### config.mk
export PLATFORM = sky130hd
export DESIGN_NAME = game_mode_ctrl
export DESIGN_NICKNAME = d
export VERILOG_FILES = /design/src/rtl/game_mode_ctrl.sv
export SDC_FILE = /design/constraint.sdc
export NUM_CORES = 1
export LEC_CHECK = 0
export CAP_MARGIN = 0
export CORE_MARGIN = 2
export CORE_UTILIZATION = 48
export CTS_CLUSTER_SIZE = 14
export DETAILED_ROUTE_END_ITERATION = 8
export HOLD_SLACK_MARGIN = 0.15
export PLACE_DENSITY_LB_ADDON = 0.08
export SLEW_MARGIN = 25
export SYNTH_ARGS = -nofsm -noshare
export SYNTH_HDL_FRONTEND = slang
export SYNTH_SLANG_ARGS = --single-unit
### constraint.sdc
create_clock -name CLOCK_50 -period 6.62 [get_ports CLOCK_50]
set_input_delay 1.986 -clock CLOCK_50 [delete_from_list [all_inputs] [get_ports CLOCK_50]]
set_output_delay 1.986 -clock CLOCK_50 [all_outputs]
set_load 0.02 [all_outputs]
### src/rtl/game_mode_ctrl.sv
// game_mode_ctrl - game-mode sequencer MENU -> INGAME -> ENDGAME -> LEADERBOARD -> MENU.
// Runs a round timer on a prescaled game tick, holds ENDGAME for a fixed number of
// ticks, and gates gameplay through ingameOn.
// Optional feature macro: GAME_PAUSE_EN (adds the PAUSED mode driven by keypause).
// Ports:
//   CLOCK_50    in   system clock, posedge
//   resetn      in   async active-low reset
//   userquit    in   return to MENU, highest priority
//   keytobegin  in   start/confirm key (level, edge detected here)
//   keypause    in   pause toggle key (level, edge detected here; unused without GAME_PAUSE_EN)
//   gameOver    in   gameplay end-of-game request (level)
//   mode        out  mode code MENU=0000 INGAME=0011 PAUSED=0100 ENDGAME=0101 LEADERBOARD=1001
//   ingameOn    out  high only in INGAME
//   hex0holder  out  HEX0 digit for the current mode
//   time_left   out  remaining round ticks
//   round_done  out  one-cycle pulse on INGAME -> ENDGAME
//
// state     | meaning
// S_MENU    | idle, waiting for a start key edge
// S_INGAME  | round running, time_left counts down per tick
// S_PAUSED  | round frozen (GAME_PAUSE_EN builds only)
// S_ENDGAME | round over, held for HOLD_TICKS ticks
// S_LEADER  | leaderboard shown, start key edge returns to MENU
module game_mode_ctrl #(
  parameter int TICK_DIV    = 50_000_000,
  parameter int ROUND_TICKS = 60,
  parameter int HOLD_TICKS  = 3,
  parameter int TIME_W      = 8
) (
  input  logic              CLOCK_50,
  input  logic              resetn,
  input  logic              userquit,
  input  logic              keytobegin,
  input  logic              keypause,
  input  logic              gameOver,
  output logic [3:0]        mode,
  output logic              ingameOn,
  output logic [3:0]        hex0holder,
  output logic [TIME_W-1:0] time_left,
  output logic              round_done
);

  localparam int PW = $clog2(TICK_DIV);
  localparam int HW = $clog2(HOLD_TICKS + 1);

  typedef enum logic [2:0] {
    S_MENU    = 3'd0,
    S_INGAME  = 3'd1,
    S_PAUSED  = 3'd2,
    S_ENDGAME = 3'd3,
    S_LEADER  = 3'd4
  } state_t;

  state_t            state, state_nxt;
  logic [PW-1:0]     presc, presc_nxt;
  logic [HW-1:0]     hold, hold_nxt;
  logic [TIME_W-1:0] time_nxt;
  logic              key_q;
  logic              start;
  logic              tick;
  logic              done_nxt;
  logic [3:0]        mode_nxt;
  logic [3:0]        hex_nxt;
  logic              ingame_nxt;

`ifdef GAME_PAUSE_EN
  logic pause_q;
  logic pause_edge;
  assign pause_edge = keypause & ~pause_q;
`else
  logic unused_keypause;
  assign unused_keypause = keypause;
`endif

  assign start = keytobegin & ~key_q;
  // Prescaler only advances in INGAME/ENDGAME, so the tick is qualified by state.
  assign tick  = (presc == PW'(TICK_DIV - 1)) &&
                 ((state == S_INGAME) || (state == S_ENDGAME));

  always_comb begin
    state_nxt = state;
    time_nxt  = time_left;
    hold_nxt  = hold;
    done_nxt  = 1'b0;
    if (userquit) begin
      state_nxt = S_MENU;
      time_nxt  = '0;
      hold_nxt  = '0;
    end else begin
      case (state)
        S_MENU: begin
          if (start) begin
            state_nxt = S_INGAME;
            time_nxt  = TIME_W'(ROUND_TICKS);
          end
        end
        S_INGAME: begin
          if (gameOver) begin
            state_nxt = S_ENDGAME;
            done_nxt  = 1'b1;
          end else if (tick && (time_left <= TIME_W'(1))) begin
            // <= 1 rather than == 1 so the timer can never wrap below zero
            time_nxt  = '0;
            state_nxt = S_ENDGAME;
            done_nxt  = 1'b1;
          end else begin
            if (tick) time_nxt = time_left - TIME_W'(1);
`ifdef GAME_PAUSE_EN
            if (pause_edge) state_nxt = S_PAUSED;
`endif
          end
        end
`ifdef GAME_PAUSE_EN
        S_PAUSED: begin
          if (pause_edge) state_nxt = S_INGAME;
        end
`endif
        S_ENDGAME: begin
          if (tick) begin
            if (hold == HW'(HOLD_TICKS - 1)) begin
              state_nxt = S_LEADER;
              hold_nxt  = '0;
            end else begin
              hold_nxt = hold + HW'(1);
            end
          end
        end
        S_LEADER: begin
          if (start) begin
            state_nxt = S_MENU;
            time_nxt  = '0;
          end
        end
        default: begin
          state_nxt = S_MENU;
          time_nxt  = '0;
          hold_nxt  = '0;
        end
      endcase
    end

    // Every state change restarts the tick phase; PAUSED simply keeps the count.
    if (userquit || (state_nxt != state)) presc_nxt = '0;
    else if ((state == S_INGAME) || (state == S_ENDGAME)) presc_nxt = tick ? '0 : presc + PW'(1);
    else presc_nxt = presc;

    mode_nxt   = 4'b0000;
    hex_nxt    = 4'd0;
    ingame_nxt = 1'b0;
    case (state_nxt)
      S_INGAME:  begin mode_nxt = 4'b0011; hex_nxt = 4'd1; ingame_nxt = 1'b1; end
      S_PAUSED:  begin mode_nxt = 4'b0100; hex_nxt = 4'd3; end
      S_ENDGAME: begin mode_nxt = 4'b0101; hex_nxt = 4'd2; end
      S_LEADER:  begin mode_nxt = 4'b1001; hex_nxt = 4'd4; end
      default:   begin mode_nxt = 4'b0000; hex_nxt = 4'd0; end
    endcase
  end

  always_ff @(posedge CLOCK_50 or negedge resetn) begin
    if (!resetn) begin
      state      <= S_MENU;
      presc      <= '0;
      hold       <= '0;
      key_q      <= 1'b0;
      time_left  <= '0;
      mode       <= 4'b0000;
      ingameOn   <= 1'b0;
      hex0holder <= 4'd0;
      round_done <= 1'b0;
`ifdef GAME_PAUSE_EN
      pause_q    <= 1'b0;
`endif
    end else begin
      state      <= state_nxt;
      presc      <= presc_nxt;
      hold       <= hold_nxt;
      key_q      <= keytobegin;
      time_left  <= time_nxt;
      mode       <= mode_nxt;
      ingameOn   <= ingame_nxt;
      hex0holder <= hex_nxt;
      round_done <= done_nxt;
`ifdef GAME_PAUSE_EN
      pause_q    <= keypause;
`endif
    end
  end

endmodule
# [After elaboration in Yosys (flattened, before gate mapping)]
# Index checks and enable logic that the tools add are counted.
[word_totals] elab_cells=70 regBits=50
[op_classes] magnitude_cmp=1 n_reduce_logical=9 n_mux=29 bitwise=2 n_eq_ne=17 addsub=3
[op_table] cell="2-to-1 mux 26 bit" count=3
[op_table] cell="2-to-1 mux 8 bit" count=6
[op_table] cell="case mux 8 bit (4 select lines)" count=1
[op_table] cell="adder 26 x 1 -> 26 bit (second input constant)" count=1
[op_table] cell="equality test 26 bit (second input constant)" count=1
[op_table] cell="case mux 3 bit (4 select lines)" count=2
[op_table] cell="2-to-1 mux 3 bit" count=7
[op_table] cell="case mux 4 bit (4 select lines)" count=1
[op_table] cell="!= test 3 bit (second input constant)" count=4
[op_table] cell="equality test 3 x 2 -> 1 bit (second input constant)" count=3
[op_table] cell="<= comparator 8 x 1 -> 1 bit (second input constant)" count=1
[op_table] cell="subtractor 8 x 1 -> 8 bit (second input constant)" count=1
[op_table] cell="equality test 3 x 1 -> 1 bit (second input constant)" count=2
[op_table] cell="equality test 3 bit (second input constant)" count=2
[op_table] cell="2-to-1 mux 2 bit" count=3
[op_table] cell="2-to-1 mux 1 bit" count=5
[op_table] cell="AND reduction 5 bit" count=1
[op_table] cell="!= test 4 bit (second input constant)" count=1
[op_table] cell="case mux 2 bit (2 select lines)" count=1
[op_table] cell="zero test 3 bit" count=1
[op_table] cell="!= test 3 bit" count=1
[op_table] cell="OR reduction 3 bit" count=1
[op_table] cell="adder 2 x 1 -> 2 bit (second input constant)" count=1
[op_table] cell="equality test 2 bit (second input constant)" count=1
[op_table] cell="other kinds (8)" count=10

# [Logic depth before layout (Yosys ltp)]
# Gate-level depths: netlist of run 1.
[depth] word_depth=11 mapped_depth=7 ltp_nobuf=7

# [Worst setup path after synthesis of run 1]
# OpenSTA, ideal clock, no wires.
[synth_path] kind="in2reg" from="in keytobegin" to="reg time_left[1]" stages=5 arrival_ps=3126 setup_slack_ps=3369 path_cell_list="nor2b_1 or3_1 a21oi_1 and2_1 o41ai_1"
[synth_via] elab_chain_len=3 word_cells_on_any_way=4
[synth_rtl] item="from (decl)" line_no="33" source="input logic keytobegin,"
[synth_rtl] item="bitwise AND 1 bit (*)" line_no="75" source="assign start = keytobegin & ~key_q;"
[synth_rtl] item="!= test 3 bit (no line)"
[synth_rtl] item="AND reduction 5 bit (no line) (*)"
[synth_rtl] item="to (signal assigned)" line_no="178" source="time_left <= time_nxt;"
[synth_rtl] item="to (decl)" line_no="39" source="output logic [TIME_W-1:0] time_left,"
# Mark *: on every way between the ends. The rest lies on a longest branch, timed or not.
# A chain may end at the register's enable or synchronous reset.

# [Final worst setup path of run 1]
[layout_path] from="in keytobegin" to="reg time_left[7]"
# The elaborated chain is that of the path after synthesis.

==> results of run 1 <==
sequential cells by signal, summed over array words and instances (netlist names):
register and flops:
ingameOn 1, round_done 1, key_q 1, hold 2, state 3, time_left 8
presc 26, hex0holder 2, mode 3
critical path: stages:
cell and delay [ps]:
sky130_fd_sc_hd__clkdlybuf4s50_1 410, sky130_fd_sc_hd__nor2b_1 160, sky130_fd_sc_hd__or3_1 410, sky130_fd_sc_hd__a21oi_1 530, sky130_fd_sc_hd__and2_1 270, sky130_fd_sc_hd__a211o_1 140
logic make-up after synthesis:
| group | count (synthesis) | synth area share (%) |
|---|---|---|
| AND/OR/NAND/NOR | 145 | 30.37 |
| adder cells (fa/ha/maj) | 3 | 1.411 |
| flip-flops | 47 | 44.19 |
| other | 1 | 0.1409 |
| AO/OA/AOI/OAI | 48 | 12.84 |
| buffers and inverters | 25 | 4.090 |
| multiplexers | 1 | 0.3761 |
| XOR/XNOR | 20 | 6.582 |
path summary, 6_finish.rpt:
kind	slack (ps)	start	to	cells past startpoint
setup / recovery	2960	keytobegin	time_left[7]	6
hold / removal	540	time_left[4]	time_left[4]	1
setup reg to reg	3900	presc[0]	presc[5]	6
hold reg to reg	540	time_left[4]	time_left[4]	1
max in group asynchronous	4530	resetn	presc[9]	1
min in group asynchronous	1690	resetn	time_left[3]	1
stage by stage:
stage,power [mW],area [sq um]
after floorplan,0.3542,2661
after global placement,0.3834,2885
after detailed placement,0.3841,2888
after CTS,0.5611,2975
after global routing,0.5825,2975
final,0.5558,2975
power groups by stage:
stage               logic [mW]  clock network (mW)  registers [mW]
floorplan               0.0415                   0           0.313
global placement        0.0753                   0           0.308
detailed placement      0.0760                   0           0.308
CTS                     0.0762               0.182           0.302
global route            0.0833               0.195           0.304
finish                  0.0756               0.178           0.303
area by class of cell:
type | count | area (sq um)
clock inverters | 1 | 5.005
inverters | 10 | 37.54
multi-input cells | 218 | 1376
clock buffers | 6 | 82.58
fillers | 519 | 2464
repair buffers | 21 | 207.7
flip-flops and latches | 47 | 1176
well taps | 72 | 90.09
per-layer routing:
layer / track usage [%] / vias up
met5: 0 / -
met4: 6.667 / 0
met3: 4.483 / 9
met2: 31.98 / 42
met1: 29.60 / 1089
li1: - / 1080
cell usage in the layout, fill, tap and decap left out, types with 3 or more instances in the layout:
cell	instances
sky130_fd_sc_hd__dfrtp_1	47
sky130_fd_sc_hd__nor2_1	35
sky130_fd_sc_hd__nand2_1	20
sky130_fd_sc_hd__clkdlybuf4s50_1	20
sky130_fd_sc_hd__nor3_1	17
sky130_fd_sc_hd__nand3_1	16
sky130_fd_sc_hd__a21oi_1	13
sky130_fd_sc_hd__xnor2_1	13
sky130_fd_sc_hd__nor4_1	11
sky130_fd_sc_hd__inv_1	10
sky130_fd_sc_hd__nand4_1	10
sky130_fd_sc_hd__xor2_1	7
sky130_fd_sc_hd__o21ai_0	6
sky130_fd_sc_hd__clkbuf_8	6
sky130_fd_sc_hd__nor2b_1	4
sky130_fd_sc_hd__and2_1	4
sky130_fd_sc_hd__a32o_1	4
sky130_fd_sc_hd__or4_1	4
sky130_fd_sc_hd__and4_1	3
sky130_fd_sc_hd__a31oi_1	3
sky130_fd_sc_hd__and3_1	3
sky130_fd_sc_hd__o31a_1	3
sky130_fd_sc_hd__o41ai_1	3
sky130_fd_sc_hd__ha_1	3
==> impl_metrics.json, run 1 <==
{
  "initial_utilization_pct": 48.93,
  "first_iter_violations": 196,
  "final-max-slew-violation-count": 0,
  "crit_path_end_kind": "register",
  "global_route_wire_length_before_repair_mm": 10.14,
  "tritoncts": "yes",
  "globalRouteTotalUtil_pct": 20.87,
  "critPathKind": "in -> reg",
  "worst_setup_path_start_kind": "input port",
  "finalWorstPathRequiredPeriod_ps": 3664,
  "synth_area_leaders": "sky130_fd_sc_hd__dfrtp_1, sky130_fd_sc_hd__nor2_1, sky130_fd_sc_hd__xnor2_1",
  "clock_power_share_pct": 32.0,
  "m1WireLength_mm": 2.884,
  "power.share.sequential_pct": 54.4,
  "post-synth-top-area-cell": "sky130_fd_sc_hd__dfrtp_1",
  "final_core_util_pct": 54.70,
  "ys_seq_elements": 47,
  "root_buffer_cell": "sky130_fd_sc_hd__clkbuf_8",
  "timing.critical_path.required_ps": 6860,
  "stdcell_count": 375,
  "finalWorstSetupSlack_ps": 2956,
  "post_synth.cell_area_avg_sq_um": 9.177,
  "detail_route.wl_per_cell_um": 15.80,
  "final_layout_size_suffix_gt1_share_pct": 6.601,
  "cts_num_sinks": 47,
  "globalRouteOverflowTotal": 0,
  "count_of_unresolved_drc_violations_after_routing": 0,
  "holdBufCountCts": 0,
  "arrival_ps": 3900,
  "netlist-cell-type-count": 51,
  "post-route-period-util_pct": 55.34,
  "numCtsBuffers": 5,
  "yosys.cell_count.top_type": "sky130_fd_sc_hd__dfrtp_1",
  "avgViaCountPerCell": 5.920,
  "synth_seq_area_share_pct": 44.19,
  "die_width_um": 78.46,
  "worstMarginPinSlew_ps": 837.0,
  "max_clock_freq_ghz": 0.2730,
  "core_area_sq_um": 5439,
  "rsz0062_at_grt": "no",
  "switching_share_pct": 27.26,
  "gp_congestion": 0.8384,
  "routed-via-count": 2220,
  "place.detailed.instances": 368,
  "synth_top_cells_by_count": "sky130_fd_sc_hd__dfrtp_1, sky130_fd_sc_hd__nor2_1, sky130_fd_sc_hd__nand2_1, sky130_fd_sc_hd__nor3_1, sky130_fd_sc_hd__nand3_1",
  "crit_path_max_fanout": 7,
  "port_buffers": 21,
  "finalSetupViolCount": 0,
  "max-cap-violations": 0,
  "netSwitchingPower_mw": 0.1515,
  "synth_async_sr_flop_share_pct": 100.0,
  "cts_resized": 0,
  "power-per-cell-area_nw_per_um2": 186.8,
  "antenna_cells_inserted": 0,
  "cts-root-to-sink-buffers": 2,
  "grt_start_max_net_pins": 48,
  "power.share.combinational_pct": 13.6,
  "num_io_pins": 24,
  "worst_setup_hold_path_clk_slew_ps": 90,
  "postCtsSetupBuffers": 0,
  "chipHeight_um": 78.46,
  "route.met2.wl_mm": 2.756,
  "detail_route.wirelength_mm": 5.925,
  "fin_nets": 312,
  "p_leak_nw": 1.188,
  "finalSetupTns_ps": 0,
  "rows": 27,
  "worst_hold_check_path_type": "reg -> reg",
  "netlist_instances": 290,
  "clk-insertion-delay-late_ps": 300,
  "status": "complete, no violations",
  "yosys.area.top_type_share_pct": 44.19,
  "post-place-ws_ps": 2657,
  "postSynthNetCount": 299,
  "slew-limit-headroom_pct": 44.19,
  "yosysWarningCount": 0,
  "dominantRegCellSynth": "sky130_fd_sc_hd__dfrtp_1",
  "router_iterations_before_antenna_repair": 4,
  "hpwlAfterDp_mm": 4.111,
  "highest_metal_layer_with_signal_wires": "met4",
  "ant_nets": 0,
  "via_count_of_the_first_global_routing_pass": 2106,
  "final.hold.worst_slack_ps": 540.1,
  "htree_num_levels": 2,
  "die-area_sq_um": 6156,
  "largest_voltage_drop_on_the_vdd_net_mv": 0.1048,
  "routed-wl-met3_um": 210,
  "internal_power_mw": 0.4042,
  "area_delta_synth_final_pct": 11.80,
  "number_of_enable_type_register_cells_in_the_synthesized_netlist": 0,
  "fin_worst_skew_ps": 6.630,
  "synth.cell_area_sq_um": 2661,
  "timing.final.hold_violations": 0,
  "grt_antenna_before_repair": 0
}
Note: power is estimated with default switching activity, not from simulation.
==> run 2, diff against run 1 <==
==> constraint.sdc (replaced) <==
create_clock -name CLOCK_50 -period 3.8 [get_ports CLOCK_50]
set_input_delay 1.14 -clock CLOCK_50 [delete_from_list [all_inputs] [get_ports CLOCK_50]]
set_output_delay 1.14 -clock CLOCK_50 [all_outputs]
set_load 0.02 [all_outputs]
==> run 2 against run 1 <==
Against the previous run: total power increased by 79%; final area increased by 0.67%; global-route usage decreased by 0.30 points; count of clock-buffer cells in the layout up 2; sequential power grew 74%; final cell count rose by 0.53%; wire length up 0.37%; first-iteration DRC count rose by 24%.
==> impl_metrics.json, run 2 (synthesized netlist as in run 1, its figures left out) <==
{
  "status": "complete, no violations",
  "first_iter_violations": 244,
  "place.detailed.instances": 369,
  "numCtsBuffers": 5,
  "count_of_cells_along_the_worst_hold_path": 2,
  "worst_hold_check_path_type": "reg -> reg",
  "die-area_sq_um": 6156,
  "register_area_sq_um": 1176,
  "finalWorstPathRequiredPeriod_ps": 2878,
  "worstMarginPinSlew_ps": 784.7,
  "global_route_wire_length_before_repair_mm": 10.07,
  "via_count_of_the_first_global_routing_pass": 2089,
  "chipHeight_um": 78.46,
  "crit_path_max_fanout": 7,
  "crit_slowest_cell": "sky130_fd_sc_hd__a21oi_1",
  "top_register": "presc",
  "cts_num_sinks": 47,
  "slew-limit-headroom_pct": 47.68,
  "holdCritStartpoint": "presc[25]",
  "hpwlAfterDp_mm": 4.070,
  "rsz0062_at_grt": "no",
  "multiInputGateArea_sq_um": 1376,
  "report.power.total_mw": 0.9974,
  "die_width_um": 78.46,
  "globalRouteOverflowTotal": 0,
  "hold_end": "presc[25]",
  "largest_voltage_drop_on_the_vdd_net_mv": 0.2463,
  "grt_start_max_net_pins": 48,
  "detail_route.wirelength_mm": 5.947,
  "rows": 27,
  "max-cap-violations": 0,
  "initial_utilization_pct": 48.93,
  "setup.reg_to_reg.worst_slack_ps": 1140,
  "port_buffers": 21,
  "critical_path.n_buffers_inverters": 1,
  "post-place-ws_ps": 670.3,
  "count_of_unresolved_drc_violations_after_routing": 0,
  "final_layout_size_suffix_gt1_share_pct": 6.885,
  "finalSetupTns_ps": 0,
  "finalSetupViolCount": 0,
  "final.hold.worst_slack_ps": 548.2,
  "ant_nets": 0,
  "registers_with_the_most_flip_flops": "presc x26, time_left x8",
  "nFillCells": 494,
  "flip_flop_count_of_the_largest_register_all_copies_and_words_added": 26,
  "stdcell_count": 377,
  "antenna_cells_inserted": 0,
  "routed-via-count": 2194,
  "cts_resized": 0,
  "crit-reg2reg-launch": "presc[0]",
  "area_delta_synth_final_pct": 12.55,
  "max_clock_freq_ghz": 0.3475,
  "cts-root-to-sink-buffers": 2,
  "globalRouteTotalUtil_pct": 20.57,
  "timing.reg2reg.worst_path_depth": 6,
  "htree_num_levels": 2,
  "grt_antenna_before_repair": 0,
  "clk-insertion-delay-late_ps": 300,
  "critical_path.top_delay_family": "simple AND/OR/NAND/NOR gates",
  "crit_path_end_kind": "register",
  "fin_worst_skew_ps": 5.313,
  "power-per-cell-area_nw_per_um2": 333.0,
  "arrival_ps": 3120,
  "timing.rr.end": "presc[19]",
  "tritoncts": "yes",
  "detail_route.wl_per_cell_um": 15.77,
  "worst_setup_hold_path_clk_slew_ps": 90,
  "finalWorstSetupSlack_ps": 922.2,
  "timing.critical_path.slowest_cell_delay_ps": 570,
  "router_iterations_before_antenna_repair": 4,
  "num_io_pins": 24,
  "timing.final.hold_violations": 0,
  "critPathKind": "in -> reg",
  "p_leak_nw": 1.197,
  "final_cell_mix": "sky130_fd_sc_hd__dfrtp_1, sky130_fd_sc_hd__nor2_1, sky130_fd_sc_hd__nand2_1, sky130_fd_sc_hd__clkdlybuf4s50_1, sky130_fd_sc_hd__nor3_1",
  "timing.critical_path.required_ps": 4040,
  "gp_congestion": 0.7849,
  "worst_setup_path_start_kind": "input port",
  "mostFrequentLayoutCell": "sky130_fd_sc_hd__dfrtp_1",
  "crit_path_cell_chain": "clkdlybuf4s50_1, nor2b_1, or3_1, a21oi_1, and2_1, a211o_1",
  "postCtsSetupBuffers": 0,
  "holdBufCountCts": 0,
  "fin_nets": 313,
  "post-route-period-util_pct": 75.73,
  "final-max-slew-violation-count": 0,
  "root_buffer_cell": "sky130_fd_sc_hd__clkbuf_8",
  "avgViaCountPerCell": 5.820,
  "core_area_sq_um": 5439
}
run 2: metrics by stage:
step                      utilization (%)  area, sq um
after floorplan                         -         2661
after detailed placement            53.23         2895
after global routing                55.07         2995
after CTS                           55.07         2995
final                               55.07         2995
after global placement              53.19         2893
run 2: cell type report:
type,count,area share [%]
multi-input cells,218,45.95
flip-flops and latches,47,39.26
repair buffers,22,7.185
clock buffers,8,3.342
well taps,72,3.008
inverters,10,1.253
run 2: how the worst max path moves through the flow:
stage	start	end	cells past startpoint
after floorplan	keytobegin	time_left[1]	5
after global placement	keytobegin	time_left[1]	6
after detailed placement	keytobegin	time_left[7]	6
after CTS	keytobegin	time_left[7]	6
after global routing	keytobegin	time_left[1]	6
final	keytobegin	time_left[7]	6
run 2: tightest hold or removal path, cell delays in order, from the launching register on:
cell                      delay (ps)
sky130_fd_sc_hd__dfrtp_1         390
sky130_fd_sc_hd__o31ai_1          70
sky130_fd_sc_hd__a21oi_1          60
run 2: layer usage:
metal	GRT usage (%)	share of wire, %
met2	32.33	45
met4	5.088	0.94
met5	0	0
met1	28.84	50
met3	4.828	4.5
run 2: report_power, final:
| group | internal, mW | total [mW] | switching, mW |
|---|---|---|---|
| clock | 0.166 | 0.336 | 0.170 |
| combinational | 0.0503 | 0.134 | 0.0836 |
| sequential | 0.512 | 0.527 | 0.0156 |
